File: src/rtl/nbit_serial_shift_right.sv
// ---------------------------------------------------------------------------
// nbit_serial_shift_right
//
// Multi-cycle N-bit shifter. It moves the operand one bit position per clock
// under a start/done handshake. Logical (zero fill) and arithmetic (sign fill)
// right shifts are supported. The result register y is updated only on entry
// into DONE and holds its value between operations.
//
// Optional feature macro: SHIFT_LEFT_EN
//   When defined, this adds the input 'left'. left=1 makes each step a logical
//   left shift and ignores 'arith'. Latency is the same in both directions.
//   When undefined, the port and all left-shift logic are absent.
//
// Parameters:
//   N    operand/result width (N >= 2)
//   SHW  shift-amount width (2**SHW >= N)
//
// Ports:
//   clk    rising-edge clock
//   rst    synchronous, active-high reset (takes priority over start)
//   start  request, sampled only in IDLE or DONE
//   x      operand, captured on an accepted start
//   shamt  shift amount, captured on an accepted start (clamped to N-1)
//   arith  1 = arithmetic right shift, 0 = logical; captured on accept
//   left   (SHIFT_LEFT_EN only) 1 = left shift; captured on accept
//   busy   high while shifting
//   done   one-cycle pulse; y is valid from this cycle on
//   y      result register
// ---------------------------------------------------------------------------
module nbit_serial_shift_right #(
  parameter int N   = 32,
  parameter int SHW = 5
) (
  input  logic           clk,
  input  logic           rst,
  input  logic           start,
  input  logic [N-1:0]   x,
  input  logic [SHW-1:0] shamt,
  input  logic           arith,
`ifdef SHIFT_LEFT_EN
  input  logic           left,
`endif
  output logic           busy,
  output logic           done,
  output logic [N-1:0]   y
);

  typedef enum logic [1:0] {
    S_IDLE,
    S_SHIFT,
    S_DONE
  } state_t;

  // The largest useful shift amount. A larger amount can only occur when N is
  // not a power of two.
  localparam logic [SHW-1:0] SH_MAX = SHW'(N - 1);

  state_t         state;
  logic [N-1:0]   sr;
  logic [SHW-1:0] cnt;
  logic           mode;
`ifdef SHIFT_LEFT_EN
  logic           left_mode;
`endif

  logic [SHW-1:0] shamt_clamped;
  logic [N-1:0]   sr_step;

  // The shift register after one more step. In arithmetic mode, replicating
  // sr's MSB keeps the captured operand's sign bit in place on every step, so
  // the fill always equals the original MSB.
  always_comb begin
    // NOTE: give every always_comb output a default first. A path that leaves
    // a signal unassigned would infer a latch.
    shamt_clamped = (shamt > SH_MAX) ? SH_MAX : shamt;
    sr_step       = sr >> 1;
    if (mode) begin
      sr_step = $signed(sr) >>> 1;
    end
`ifdef SHIFT_LEFT_EN
    if (left_mode) begin
      sr_step = sr << 1;
    end
`endif
  end

  // A single registered FSM. All outputs are flops, so no input reaches an
  // output combinationally.
  always_ff @(posedge clk) begin
    // NOTE: sequential state uses non-blocking assignments only. Every flop
    // then samples pre-edge values, whatever order the statements are in.
    if (rst) begin
      state <= S_IDLE;
      busy  <= 1'b0;
      done  <= 1'b0;
      y     <= '0;
      sr    <= '0;
      cnt   <= '0;
      mode  <= 1'b0;
`ifdef SHIFT_LEFT_EN
      left_mode <= 1'b0;
`endif
    end else begin
      done <= 1'b0;
      case (state)
        // DONE accepts a new start exactly like IDLE. This allows
        // back-to-back operations.
        S_IDLE, S_DONE: begin
          busy <= 1'b0;
          if (start) begin
            sr   <= x;
            cnt  <= shamt_clamped;
            mode <= arith;
`ifdef SHIFT_LEFT_EN
            left_mode <= left;
`endif
            if (shamt_clamped == '0) begin
              // A zero shift goes straight to DONE and returns the operand.
              state <= S_DONE;
              done  <= 1'b1;
              y     <= x;
            end else begin
              state <= S_SHIFT;
              busy  <= 1'b1;
            end
          end else begin
            state <= S_IDLE;
          end
        end

        // start is ignored here. The operation in flight runs to completion.
        S_SHIFT: begin
          sr  <= sr_step;
          cnt <= cnt - SHW'(1);
          if (cnt == SHW'(1)) begin
            // y captures the value after the final step, in the same edge
            // that performs that step.
            state <= S_DONE;
            busy  <= 1'b0;
            done  <= 1'b1;
            y     <= sr_step;
          end
        end

        default: begin
          state <= S_IDLE;
          busy  <= 1'b0;
        end
      endcase
    end
  end

endmodule

File: config.mk
export PLATFORM = sky130hd
export DESIGN_NAME = nbit_serial_shift_right
export DESIGN_NICKNAME = d
export VERILOG_FILES = /design/src/rtl/nbit_serial_shift_right.sv
export SDC_FILE = /design/constraint.sdc
export NUM_CORES = 1
export LEC_CHECK = 0
export ABC_AREA = 0
export CAP_MARGIN = 20
export CELL_PAD_IN_SITES_DETAIL_PLACEMENT = 1
export CELL_PAD_IN_SITES_GLOBAL_PLACEMENT = 2
export CORE_UTILIZATION = 32
export CTS_CLUSTER_DIAMETER = 30
export CTS_CLUSTER_SIZE = 8
export DETAILED_ROUTE_END_ITERATION = 7
export PLACE_DENSITY_LB_ADDON = 0.1
export SYNTH_ARGS = -nofsm -noshare
export SYNTH_HDL_FRONTEND = slang
export SYNTH_SLANG_ARGS = --single-unit
File: constraint.sdc
create_clock -name clk -period 4.4 [get_ports clk]
set_clock_uncertainty 0.1 [all_clocks]
set_input_delay 0.88 -clock clk [delete_from_list [all_inputs] [get_ports clk]]
set_output_delay 0.88 -clock clk [all_outputs]
set_load 0.03 [all_outputs]
==> reports/qor.csv, run 1 <==
metric;value;unit
status;finished with violations;
failing checks;DRC;
worst path required time;4.55;ns
Sequential Area;1460;µm²
fin util;0.451;
Cells after Synth;305;
Total Wirelength;7030;µm
post-route ant nets;0;
estimated wirelength of the detail-placed design;4420;µm
WL/cell;14.6;µm
LEAKAGE;1.51;nW
Layout area overhead;34.4;%
hold path startpoint;mode$_SDFFE_PP0P_;
Worst-path clk slew;0.07;ns
CP Launch Type;input pin;
Max Fclk;346;MHz
Mean Syn Cell Area;9.68;µm²
final hold viol count;0;
max_cap viols;0;
Setup violations, final;0;
Netlist cell types;30;
post-CTS setup buffer count;0;
Site Rows;34;
largest net degree at the start of global routing;67;
CTS tree;done;
Worst-Margin Slew;1.02;ns
Arr. time, crit path;3.04;ns
die area;9610;µm²
Worst Setup End Kind;register;
n_diodes;0;
Ports;75;
Crit Path Max Fanout;66;
fin crit share;0.657;
Max H-tree Level;3;
final worst slack;1.51;ns
DRC viols;6;
critical path class;in -> reg;
hold crit path type;reg -> reg;
Clock Latency Late Sink;0.34;ns
Syn Nets;348;
first-pass GRT wire length;11800;µm
Power Dens Cells;413;nW/µm²
GPL Wtd Cong;0.724;
Filler Cell Count;1020;
routed vias;2409;
Post-CTS Resized;0;
CTS Sinks;73;
cell breakdown of the critical path;clkdlybuf4s50_1, or4_4, o32ai_4, buf_4, nor2_1, a211oi_1;
Relative slew margins;0.323;
vias in the first global route;2367;
clk root buf;clkbuf_8;
initial antenna violation count;0;
footprint of the multi-input gates;1370;µm²
fin nets;411;
Initial Utilization;0.335;
crit path time final;2.89;ns
Die X;98.0;µm
total power;1.64;mW
YS warnings;0;
share of post-route cells with drive strength above 1;0.0965;
post-route insts no fill;481;
PortBufs;74;
Hold-fix buffers, CTS;0;
All-Layer GR Usage;0.155;
Max Slew Vio Count;0;
delay of the slowest cell on the worst path;0.60;ns
1st-pass router iterations;6;
critical path launch point;shamt[3];
cts bufs inserted;9;
area of placed instances;3730;µm²
unrepaired setup endpoints after global routing;false;
via/cell ratio;5.01;
RR Startpoint;cnt[0]$_SDFFE_PP0P_;
Core Box Area;8810;µm²
sequential fraction of the synthesis area;0.495;
Post-Syn Area;2950;µm²
total gr overflow;0;
Setup TNS;0;ns
Finished Cell Area;3970;µm²
CP delay by family, top;buffers and inverters;
maximum vdd ir drop;0.190;mV
#FFs+latches synth;73;
buffers plus inverters on the worst setup path;2;
Die H;98.0;µm
DR iter-0 viols;79;
setup slack at placement;1.14;ns
slowest cell on the critical path;buf_4;
placed insts;464;
hold_ws;0.361;ns
Clock Path Buffers;2;
## worst reg2reg max path, cell delays in order (launching register included)
cell and delay (ns):
dfxtp_1 0.39, ha_1 0.16, or4b_1 0.53, o32ai_4 0.15
buf_4 0.60, nor2_1 0.15, a211oi_1 0.22
## final timing paths
check	depth (start not counted)	end	slack (ns)
hold reg to reg	2	mode$_SDFFE_PP0P_	0.36
setup reg to reg	6	y[3]$_SDFFE_PP0P_	2.00
hold / removal	2	mode$_SDFFE_PP0P_	0.36
setup / recovery	6	y[3]$_SDFFE_PP0P_	1.51
## power by group
part | internal (mW) | total (mW) | switching, mW
combinational | 0.136 | 0.304 | 0.168
sequential | 0.718 | 0.750 | 0.0316
clock | 0.334 | 0.586 | 0.252
total | 1.19 | 1.64 | 0.451
## area by class of cell
cell class / instances / area share
Timing Repair Buffer: 78 / 0.196
Multi-Input combinational cell: 204 / 0.344
Tap cell: 108 / 0.0341
Clock inverter: 5 / 0.0199
Sequential cell: 73 / 0.368
Inverter: 2 / 0.00189
Clock buffer: 11 / 0.0356
## layer usage
layer / vias to the layer above / GRT usage / wire length, µm
li1: 1217 / - / -
met1: 1130 / 0.207 / 3490
met2: 51 / 0.239 / 3100
met3: 11 / 0.0286 / 297
met4: 0 / 0.0804 / 145
met5: - / 0 / 0
## sequential cells by signal, indices dropped and copies added (netlist names)
| name | cells |
|---|---|
| busy | 1 |
| state | 2 |
| y | 32 |
| mode | 1 |
| sr | 31 |
| cnt | 5 |
| done | 1 |
## cells in the final DEF (no fill, tap or decap), types with 3 or more instances in the layout
master	count
a211oi_1	52
nand3_1	3
a21oi_1	6
dfxtp_1	73
mux2i_1	30
nand2_1	10
buf_4	3
a211oi_2	10
nor2b_1	4
clkdlybuf4s50_1	73
nor2_1	69
clkbuf_8	10
## Yosys cell counts
master | count | area, µm²
a211oi_2 | 10 | 125
nand3_1 | 3 | 15.0
o21ai_0 | 2 | 10.0
a311oi_1 | 2 | 17.5
ha_1 | 2 | 25.0
a21oi_1 | 6 | 30.0
buf_1 | 1 | 3.75
nor2_1 | 69 | 259
inv_1 | 2 | 7.51
dfxtp_1 | 73 | 1460
nand2b_1 | 2 | 12.5
and2_1 | 1 | 6.26
buf_4 | 2 | 15.0
mux2i_1 | 30 | 300
buf_2 | 8 | 40.0
mux2_2 | 1 | 11.3
a211oi_1 | 52 | 390
nand2_1 | 11 | 41.3
and3_1 | 1 | 6.26
or4_4 | 1 | 11.3
or4b_1 | 1 | 10.0
a31oi_1 | 1 | 6.26
clkbuf_1 | 14 | 52.6
a22oi_1 | 1 | 7.51
nor2b_1 | 4 | 25.0
a221oi_1 | 1 | 8.76
o32ai_4 | 1 | 27.5
or4_1 | 1 | 7.51
or2_2 | 1 | 6.26
buf_6 | 1 | 11.3
## logic make-up after synthesis
| group | synth area share |
|---|---|
| and+or+nand+nor | 0.136 |
| AOI/OAI and AO/OA | 0.211 |
| DFF | 0.495 |
| muxes | 0.106 |
| buffers and inverters | 0.0441 |
| adders and majority gates | 0.00848 |
(Power assumes the default switching activity.)
==> run 2, diff against run 1 <==
--- a/config.mk
+++ b/config.mk
@@ -9,7 +9,7 @@
 export CAP_MARGIN = 20
 export CELL_PAD_IN_SITES_DETAIL_PLACEMENT = 1
 export CELL_PAD_IN_SITES_GLOBAL_PLACEMENT = 2
-export CORE_UTILIZATION = 32
+export CORE_UTILIZATION = 29
 export CTS_CLUSTER_DIAMETER = 30
 export CTS_CLUSTER_SIZE = 8
 export DETAILED_ROUTE_END_ITERATION = 7
==> constraint.sdc (replaced) <==
create_clock -name clk -period 2.7 [get_ports clk]
set_clock_uncertainty 0.1 [all_clocks]
set_input_delay 0.54 -clock clk [delete_from_list [all_inputs] [get_ports clk]]
set_output_delay 0.54 -clock clk [all_outputs]
set_load 0.03 [all_outputs]
==> run 2 against run 1 <==
Net effect:
- the run now ends clean
- cell count grew 6.0%
- setup slack got worse by 1.1 ns
- critical path depth did not move
- via count grew 0.33%
- sequential power is 63% higher
- first-iteration DRC count down 32%
- hold slack better by 0.0041 ns
- final area up 1.2%
- combinational power is 67% higher
- sequential share of layout area fell by 0.44 points
- total power grew 53%
==> reports/qor.csv, run 2 (same netlist as run 1, synthesis figures left out) <==
metric;value;unit;change
Die H;103;µm;+4.9%
buffers plus inverters on the worst setup path;2;;unchanged
die area;10600;µm²;+10%
placed insts;494;;+6.5%
most frequent cells in the layout;dfxtp_1 (73), clkdlybuf4s50_1 (73), nor2_1 (69), a211oi_1 (52), mux2i_1 (30);;
Sequential Area;1460;µm²;unchanged
1st-pass router iterations;4;;-2
Arr. time, crit path;2.39;ns;-0.65 ns
biggest regs;y: 32 flops, sr: 31 flops, cnt: 5 flops;;
fin nets;415;;+0.97%
post-CTS setup buffer count;0;;unchanged
worst path required time;2.84;ns;-1.71 ns
Worst-path clk slew;0.07;ns;about the same
Die X;103;µm;+4.9%
Site Rows;36;;+5.9%
post-route insts no fill;510;;+6.0%
PortBufs;74;;unchanged
hold crit path type;reg -> reg;;
final hold viol count;0;;unchanged
share of post-route cells with drive strength above 1;0.109;;+0.0122
routed vias;2417;;+0.33%
LEAKAGE;1.52;nW;+0.31%
status;complete, no violations;;
maximum vdd ir drop;0.232;mV;+22%
Max H-tree Level;3;;unchanged
Ports;75;;unchanged
Relative slew margins;0.666;;+0.343
Clock Path Buffers;2;;unchanged
estimated wirelength of the detail-placed design;4790;µm;+8.3%
Finished Cell Area;4020;µm²;+1.2%
WL/cell;14.2;µm;-2.5%
area of placed instances;3830;µm²;+2.9%
Core Box Area;9820;µm²;+12%
via/cell ratio;4.74;;-5.4%
Initial Utilization;0.301;;-0.0346
Layout area overhead;36.0;%;
max FFs per register;32;;unchanged
first-pass GRT wire length;11700;µm;-0.76%
cell breakdown of the critical path;clkdlybuf4s50_1, or4_4, o32ai_4, buf_12, nor2_1, a311oi_1;;
Post-CTS Resized;0;;unchanged
most flop-heavy register;y;;
clk root buf;clkbuf_8;;
Max Slew Vio Count;0;;unchanged
DR iter-0 viols;54;;-32%
DRC viols;0;;-6
Total Wirelength;7270;µm;+3.3%
post-route ant nets;0;;unchanged
GPL Wtd Cong;0.702;;-3.0%
CP delay by family, top;buffers and inverters;;
Power Dens Cells;625;nW/µm²;+51%
Max Fclk;445;MHz;
crit path time final;2.25;ns;
vias in the first global route;2372;;+0.21%
total gr overflow;0;;unchanged
fin util;0.409;;-0.0417
critical path class;in -> reg;;
Setup TNS;0;ns;unchanged
delay of the slowest cell on the worst path;0.56;ns;-0.04 ns
max_cap viols;0;;unchanged
initial antenna violation count;0;;unchanged
fin crit share;0.833;;
Crit Path Max Fanout;52;;-21%
cts bufs inserted;9;;unchanged
largest net degree at the start of global routing;74;;+10%
All-Layer GR Usage;0.145;;-0.0105
Worst-Margin Slew;0.499;ns;-0.516 ns
Hold-fix buffers, CTS;0;;unchanged
Filler Cell Count;1183;;+16%
slowest cell on the critical path;or4_4;;
CTS tree;done;;
CP Launch Type;input pin;;
Worst Setup End Kind;register;;
footprint of the multi-input gates;1370;µm²;unchanged
unrepaired setup endpoints after global routing;false;;
Clock Latency Late Sink;0.33;ns;about the same
CTS Sinks;73;;unchanged
n_diodes;0;;unchanged
Setup violations, final;0;;unchanged
-- run 2: per-stage QoR --
stage / power (mW) / hold slack, ns / setup slack [ns]
2_1_floorplan: 1.57 / 0.332 / 0.685
3_3_place_gp: 1.76 / 0.348 / 0.117
3_5_place_dp: 1.76 / 0.355 / 0.0946
4_1_cts: 2.56 / 0.365 / 0.444
5_1_grt: 2.66 / 0.401 / 0.306
6_report: 2.51 / 0.365 / 0.451
-- run 2: worst min-delay path: stages, from the launching register on --
cell,delay (ns)
dfxtp_1,0.31
nand2_1,0.05
a21oi_1,0.05
-- run 2: final timing paths --
path	cells after the start	slack, ns	endpoint	start
setup reg to reg	6	0.63	y[0]$_SDFFE_PP0P_	cnt[0]$_SDFFE_PP0P_
hold reg to reg	2	0.36	mode$_SDFFE_PP0P_	mode$_SDFFE_PP0P_
setup / recovery	6	0.45	y[0]$_SDFFE_PP0P_	shamt[3]
hold / removal	2	0.36	mode$_SDFFE_PP0P_	mode$_SDFFE_PP0P_
-- run 2: routing by layer --
layer  wire [µm]  up-vias  GRT usage
met4          77        0     0.0488
met3         261        7     0.0393
met1        3500     1141      0.190
li1            -     1229          -
met2        3430       40      0.230
met5           0        -          0
-- run 2: final cells by class --
| class | count | share of cell area |
|---|---|---|
| Tap cell | 133 | 0.0414 |
| Clock inverter | 5 | 0.00748 |
| Multi-Input combinational cell | 204 | 0.340 |
| Timing Repair Buffer | 82 | 0.208 |
| Clock buffer | 11 | 0.0377 |
| Sequential cell | 73 | 0.364 |
| Inverter | 2 | 0.00187 |
-- run 2: power by group --
group | leakage (nW) | internal, mW | total [mW] | switching [mW]
clock | 0.0911 | 0.379 | 0.779 | 0.400
combinational | 0.826 | 0.230 | 0.508 | 0.278
sequential | 0.599 | 1.17 | 1.22 | 0.0520
total | 1.52 | 1.78 | 2.51 | 0.730
